**src/rtl/instr_fetch_ctrl.sv**
```systemverilog
// instr_fetch_ctrl: PC sequencer feeding instr_mem, 2-entry {pc,instr} buffer toward decode
module instr_fetch_ctrl #(
  parameter logic [31:0] RESET_PC = 32'h0000_0000,
  parameter int PC_STEP = 4,
  parameter int CNT_W = 16
) (
  input  logic             clk,
  input  logic             rst,
  output logic [31:0]      imem_addr,
  input  logic [31:0]      imem_rdata,
  input  logic             redirect_valid,
  input  logic [31:0]      redirect_pc,
  input  logic             halt,
  output logic             out_valid,
  input  logic             out_ready,
  output logic [31:0]      out_instr,
  output logic [31:0]      out_pc,
  output logic             fault,
  output logic [CNT_W-1:0] fetch_cnt
);
  typedef enum logic [1:0] {IDLE, FETCH, HALTED, FAULT} state_t;
  state_t state, state_nx;
  logic [31:0] pc, pc_nx, tail_pc, tail_instr;
  logic [1:0] cnt, cnt_nx;
  logic pop, push, redir_ok, redir_bad;
  assign imem_addr = pc;
  assign out_valid = cnt != 2'd0;
  always_comb begin
    pop = out_valid & out_ready;
    redir_ok = redirect_valid & (state != FAULT) & (redirect_pc[1:0] == 2'b00);
    redir_bad = redirect_valid & (state != FAULT) & (redirect_pc[1:0] != 2'b00);
    push = (state == FETCH) & ~redirect_valid & ~halt & ((cnt != 2'd2) | pop);
    state_nx = redir_bad ? FAULT :
               (redir_ok && state != IDLE) ? state :
               state == FAULT ? FAULT :
               halt ? HALTED : FETCH;
    pc_nx = redir_ok ? redirect_pc : push ? pc + 32'(PC_STEP) : pc;
    cnt_nx = (redir_ok | redir_bad) ? 2'd0 : cnt + {1'b0, push} - {1'b0, pop};
  end
  always_ff @(posedge clk) begin
    if (rst) begin
      state <= IDLE;
      pc <= RESET_PC;
      cnt <= 2'd0;
      fault <= 1'b0;
      fetch_cnt <= '0;
      out_pc <= '0;
      out_instr <= '0;
      tail_pc <= '0;
      tail_instr <= '0;
    end else begin
      state <= state_nx;
      pc <= pc_nx;
      cnt <= cnt_nx;
      fault <= fault | redir_bad;
      fetch_cnt <= fetch_cnt + CNT_W'(push);
      if (pop && cnt == 2'd2) begin
        out_pc <= tail_pc;
        out_instr <= tail_instr;
      end else if (push && (cnt == 2'd0 || pop)) begin
        out_pc <= pc;
        out_instr <= imem_rdata;
      end
      // the tail slot is written whenever the new word lands behind a surviving head
      if (push && (cnt == 2'd2 || (cnt == 2'd1 && !pop))) begin
        tail_pc <= pc;
        tail_instr <= imem_rdata;
      end
    end
  end
endmodule

```
**config.mk**
```make
export PLATFORM = sky130hd
export DESIGN_NAME = instr_fetch_ctrl
export DESIGN_NICKNAME = d
export VERILOG_FILES = /design/src/rtl/instr_fetch_ctrl.sv
export SDC_FILE = /design/constraint.sdc
export NUM_CORES = 1
export LEC_CHECK = 0
export ABC_AREA = 1
export CAP_MARGIN = 0
export CELL_PAD_IN_SITES_DETAIL_PLACEMENT = 0
export CELL_PAD_IN_SITES_GLOBAL_PLACEMENT = 1
export CORE_ASPECT_RATIO = 1.5
export CORE_MARGIN = 3
export CORE_UTILIZATION = 36
export DETAILED_ROUTE_END_ITERATION = 10
export PLACE_DENSITY = 0.81
export SETUP_SLACK_MARGIN = 0.4
export SYNTH_ARGS = -nofsm -noshare
export SYNTH_HDL_FRONTEND = slang
export SYNTH_SLANG_ARGS = --single-unit
```
**constraint.sdc**
```tcl
create_clock -name clk -period 3.2 [get_ports clk]
set_clock_uncertainty 0.2 [all_clocks]
set_input_delay 0.48 -clock clk [delete_from_list [all_inputs] [get_ports clk]]
set_output_delay 0.48 -clock clk [all_outputs]
set_load 0.02 [all_outputs]
```
==> results of run 1 <==
-- cells in the final DEF (no fill, tap or decap), types with 5 or more instances in the layout --
cell             netlist  layout
a21oi_1               87      87
buf_12                 1       6
buf_4                  8      13
clkbuf_16              0      17
clkdlybuf4s50_1        0     182
clkinv_2               1       5
dfxtp_1              181     181
ha_1                   5       5
inv_1                112     111
inv_2                  5       5
nand2_1              234     233
nand3_1               66      66
nor2_1               214     214
nor3_1                12      12
o211a_1                5       5
o21ai_0              174     174
o21ai_1               22      22
-- worst max-delay path by stage --
| stage | from | to | slack (ns) | cells past startpoint |
|---|---|---|---|---|
| 3_5_place_dp | halt | fetch_cnt[12]$_SDFF_PP0_ | 0.34 | 12 |
| 5_1_grt | redirect_valid | fetch_cnt[12]$_SDFF_PP0_ | 0.48 | 12 |
| 2_1_floorplan | halt | fetch_cnt[12]$_SDFF_PP0_ | 0.75 | 12 |
| 3_3_place_gp | halt | fetch_cnt[12]$_SDFF_PP0_ | 0.34 | 12 |
| 6_report | cnt[0]$_SDFF_PP0_ | out_valid | 0.79 | 3 |
| 4_1_cts | cnt[0]$_SDFF_PP0_ | out_valid | 0.75 | 3 |
-- final cells by class --
class | count | share of cell area [%]
Tap cell | 276 | 3.15
Clock inverter | 12 | 1.19
Inverter | 119 | 4.14
Sequential cell | 181 | 33.1
Multi-Input combinational cell | 855 | 35.7
Timing Repair Buffer | 201 | 18.6
Clock buffer | 20 | 4.08
-- power groups by stage --
| stage | Combinational, mW | Clock [mW] | Sequential (mW) |
|---|---|---|---|
| final | 0.586 | 2.08 | 2.37 |
| after global routing | 0.652 | 2.22 | 2.38 |
| after CTS | 0.595 | 2.13 | 2.38 |
| after detailed placement | 0.593 | 0 | 2.43 |
| after floorplan | 0.234 | 0 | 2.48 |
| after global placement | 0.591 | 0 | 2.43 |
-- layer usage --
layer	track usage (%)	routed length, um	part of all wire (%)
met5	0	0	0
met4	5.78	361	1.5
met1	23.9	10500	44
met3	3.68	1070	4.5
met2	32.6	11700	49
-- flip-flops by register name, indices dropped and copies added, names as in the netlist --
| name | cells |
|---|---|
| out_instr | 32 |
| state | 2 |
| fault | 1 |
| tail_instr | 32 |
| imem_addr | 32 |
| tail_pc | 32 |
| fetch_cnt | 16 |
| cnt | 2 |
| out_pc | 32 |
-- worst max-delay path, stage by stage, from the launching register on --
cell	delay, ns
dfxtp_1	0.51
inv_2	0.06
nand2_1	0.12
clkdlybuf4s50_1	0.61
-- metrics by stage --
stage	instance area, sq um	worst slack, ns
floorplan	8360	0.753
global placement	10400	0.340
detailed placement	10400	0.340
CTS	11000	0.748
global route	11000	0.482
finish	11000	0.785
-- kinds of logic (layout without fill, tap and decap cells) --
group,after synthesis,in the layout,synth area share [%]
xor gates and xnor gates,6,6,0.629
DFF,181,181,43.4
buffers and inverters,187,352,9.97
and+or+nand+nor,544,544,26.7
AOI/OAI and AO/OA,300,300,18.6
adders and majority gates,5,5,0.749
==> out/results.tsv, run 1 <==
metric	value	unit
status	finished, final reports clean	
yosysMostFrequentCell	nand2_1	
holdPathStages	2	
core_area	22600	sq um
hold_start	tail_instr[6]$_SDFFE_PP0P_	
portBuffers	182	
path_max_fanout	5	
cts_made_buffers	17	
crit_type	reg2out	
start_util	37.1	%
diodes	0	
syn-mean-instance-area	6.83	sq um
cts.sinks	181	
arrival	1.73	ns
start_kind	register	
first_global_vias	7294	
p_per_area	460	nW/um^2
antenna_found_initial	0	
critPathRequiredTime	2.52	ns
post_drt_via_cell_ratio	4.79	
reg2reg_to	tail_pc[31]$_SDFFE_PP0P_	
synth_cell_types	40	
root_buffer	clkbuf_16	
cp-end-kind	output port	
power.share.switching	25.4	%
grt_max_degree	123	
hold_viol	0	
row_count	67	
die-area	25100	sq um
synth_seq_cells	181	
ant_nets	0	
insertion_delay	0.43	ns
total_power	5.04	mW
r2r-start	cnt[0]$_SDFF_PP0_	
nNetsFinal	1449	
post-cts-setup-buffer-count	0	
power.share.clock	41.3	%
fmax	0.414	GHz
tns	0	ns
seq_area_frac_synth	43.4	%
boundaryPins	183	
worst_pin_slew	0.576	ns
synth_warnings	0	
drt-initial-drc-count	397	
min_to	tail_instr[6]$_SDFFE_PP0P_	
fill_cells	2284	
placed_cells	1632	
yosys-top-cells-count	nand2_1, nor2_1, dfxtp_1	
ctsResizeCount	0	
die_h	193	um
synth_edf_count	0	
areaGrowthSynthToFinish	31.1	%
finalCritPeriodShare	75.5	%
drt-total-wl	23600	um
rsz0062_at_grt	false	
yosys.area.top_type_share	43.4	%
ys_top_cells_by_area	dfxtp_1, nand2_1, o21ai_0, nor2_1, a21oi_1	
die_w	130	um
syn_area	8360	sq um
power.share.sequential	47.1	%
holdWs	0.243	ns
grt_pass1_wl	37800	um
cts_tree	built	
cts-htree-levels	4	
multiInputGateArea	3910	sq um
wl_per_cell	14.2	um
p_int	3.76	mW
slew_viol_final	0	
ff2ff_setup_slack	0.89	ns
finalWeightedCongestion	0.825	
drive_gt1_share	5.12	%
cap_viol_max_count	0	
syn_nets	1297	
synthCells	1223	
final_util	48.6	%
p_leak	4.05	nW
drc	0	
synthArstFlopShare	0	%
overflow	0	
fin_crit	2.41	ns
synth-main-ff-cell	dfxtp_1	
cts.hold.buffers_added	0	
pwr-share-comb	11.6	%
clk_path_buf_depth	2	
max-vdd-ir-drop	0.349	mV
ff_latch_area	3620	sq um
vias	7973	
clk_pin_slew	0.07	ns
ff2ff_path_depth	10	
max_slew_margin	61.6	%
track_usage	19.0	%
min_path_type	reg2reg	
drt-pass1-iter-count	5	
yosysTopAreaCell	dfxtp_1	
hpwl	16500	um
setup_viol	0	
switchingPower	1.28	mW
layout.cells.non_filler	1664	
Note: power is estimated with default switching activity, not from simulation.
==> run 2, diff against run 1 <==
Settings changed: CORE_UTILIZATION 36 to 32, PLACE_DENSITY 0.81 to 0.76.
Clock period 3.2 ns to 1.95 ns, I/O delays scaled along.
==> run 2 against run 1 <==
Net effect: final cell count rose by 10%; critical path depth rose by 7; global-route usage fell by 0.27 points; largest power group unchanged; highest routed layer unchanged.
==> out/results.tsv, run 2 (synthesized netlist as in run 1, its figures left out) <==
metric	value	unit	change
status	finished, final reports clean		unchanged
layout.cells.non_filler	1835		was 1664
max-vdd-ir-drop	0.681	mV	was 0.349 mV
row_count	71		was 67
drive_gt1_share	42.3	%	was 5.12%
critPathRequiredTime	2.12	ns	was 2.52 ns
crit_type	reg2reg		was reg2out
track_usage	18.7	%	was 19.0%
path_max_fanout	3		was 5
holdWs	0.258	ns	was 0.243 ns
fmax	0.516	GHz	
max_slew_margin	70.8	%	was 61.6%
placed_cells	1722		was 1632
cts.sinks	181		unchanged
cts-htree-levels	4		unchanged
cts_tree	built		unchanged
die_h	204	um	was 193 um
cp_slowest_stage_delay	0.33	ns	was 0.61 ns
final_util	56.3	%	was 48.6%
drt-pass1-iter-count	5		unchanged
areaGrowthSynthToFinish	71.1	%	was 31.1%
hpwl	18300	um	was 16500 um
drt-total-wl	30700	um	was 23600 um
ant_nets	0		unchanged
die_w	138	um	was 130 um
arrival	2.11	ns	was 1.73 ns
total_power	9.10	mW	was 5.04 mW
setup_viol	0		unchanged
worst_pin_slew	0.438	ns	was 0.576 ns
slew_viol_final	0		unchanged
p_per_area	636	nW/um^2	was 460 nW/um^2
first_global_vias	7962		was 7294
cts_made_buffers	17		unchanged
cp-end-kind	register		was output port
wl_per_cell	16.7	um	was 14.2 um
clk_pin_slew	0.07	ns	about the same
p_leak	6.03	nW	was 4.05 nW
fin_crit	1.94	ns	
cap_viol_max_count	0		unchanged
worstPathCellList	inv_2, nand2_2, nor3_4, nand2_4, buf_4, ha_4, inv_1, ha_2, or2_4, a21oi_2		was inv_2, nand2_1, clkdlybuf4s50_1
grt_pass1_wl	41600	um	was 37800 um
min_path_type	reg2reg		unchanged
clk_path_buf_depth	2		unchanged
core_area	25400	sq um	was 22600 sq um
postLayoutCellArea	14300	sq um	was 11000 sq um
postPlaceCellArea	11200	sq um	was 10400 sq um
rsz0062_at_grt	true		was false
antenna_found_initial	0		unchanged
hold_viol	0		unchanged
root_buffer	clkbuf_16		unchanged
diodes	0		unchanged
start_util	32.9	%	was 37.1%
insertion_delay	0.44	ns	was 0.43 ns
drt-initial-drc-count	327		was 397
finalWeightedCongestion	0.808		was 0.825
overflow	0		unchanged
ff2ff_setup_slack	0.01	ns	was 0.89 ns
finalCritPeriodShare	99.5	%	
grt_max_degree	50		was 123
post_drt_via_cell_ratio	4.89		was 4.79
final_common_cell	nand2_1		unchanged
die-area	28100	sq um	was 25100 sq um
vias	8968		was 7973
start_kind	register		unchanged
nNetsFinal	1568		was 1449
final_cell_mix	nand2_1, dfxtp_1, nor2_1, inv_1, buf_2		was nand2_1, nor2_1, clkdlybuf4s50_1, dfxtp_1, o21ai_0
critPathSlowestCell	dfxtp_2		was clkdlybuf4s50_1
drc	0		unchanged
boundaryPins	183		unchanged
portBuffers	182		unchanged
==> run 2: repair_timing <==
action	4_1_cts	5_1_grt
cloned	8	23
buffers inserted	7	43
hold buffers	0	0
pin swaps	8	86
resized for setup	469	418
endpoints found under the setup margin	290	218
==> run 2: per-layer routing <==
layer	global-route usage, %	vias up	wire length [um]
met2	33.3	211	16200
met5	0	-	0
met4	6.21	0	932
li1	-	4503	-
met1	22.8	4205	12400
met3	2.73	49	1090
==> run 2: area by class of cell <==
class / count / area (sq um)
fill: 2386 / 11100
multi-input combinational: 857 / 5620
sequential: 181 / 3750
timing repair buffer: 318 / 3370
inverter: 119 / 502
clock buffer: 17 / 425
tap: 328 / 410
clock inverter: 15 / 224
==> run 2: path summary, 6_finish.rpt <==
kind	end	startpoint	depth (start not counted)
max	cnt[1]$_SDFF_PP0_	state[1]$_SDFFE_PP0P_	10
min	tail_pc[13]$_SDFFE_PP0P_	tail_pc[13]$_SDFFE_PP0P_	2
max reg2reg	cnt[1]$_SDFF_PP0_	state[1]$_SDFFE_PP0P_	10
min reg2reg	tail_pc[13]$_SDFFE_PP0P_	tail_pc[13]$_SDFFE_PP0P_	2
==> run 2: per-stage QoR <==
stage	setup slack, ns	TNS, ns
after detailed placement	-0.429	-43.90
final	0.0104	0
after global placement	-0.412	-39.82
after CTS	0.0325	0
after floorplan	-0.202	-0.871
after global routing	-0.0416	-0.476
==> run 2: report_power, final <==
group	switching [mW]	internal [mW]	leakage, nW
Sequential	0.128	3.78	1.49
Clock	1.56	2.28	0.304
Combinational	0.713	0.634	4.23
==> run 2: worst max-delay path, delay by kind of cell, from the launching register on <==
family | cells | cell delay (ns)
adder cells (fa/ha/maj) | 2 | 0.42
buffers and inverters | 3 | 0.22
AND/OR/NAND/NOR | 4 | 0.60
AO/OA/AOI/OAI | 1 | 0.10
flip-flops | 1 | 0.33
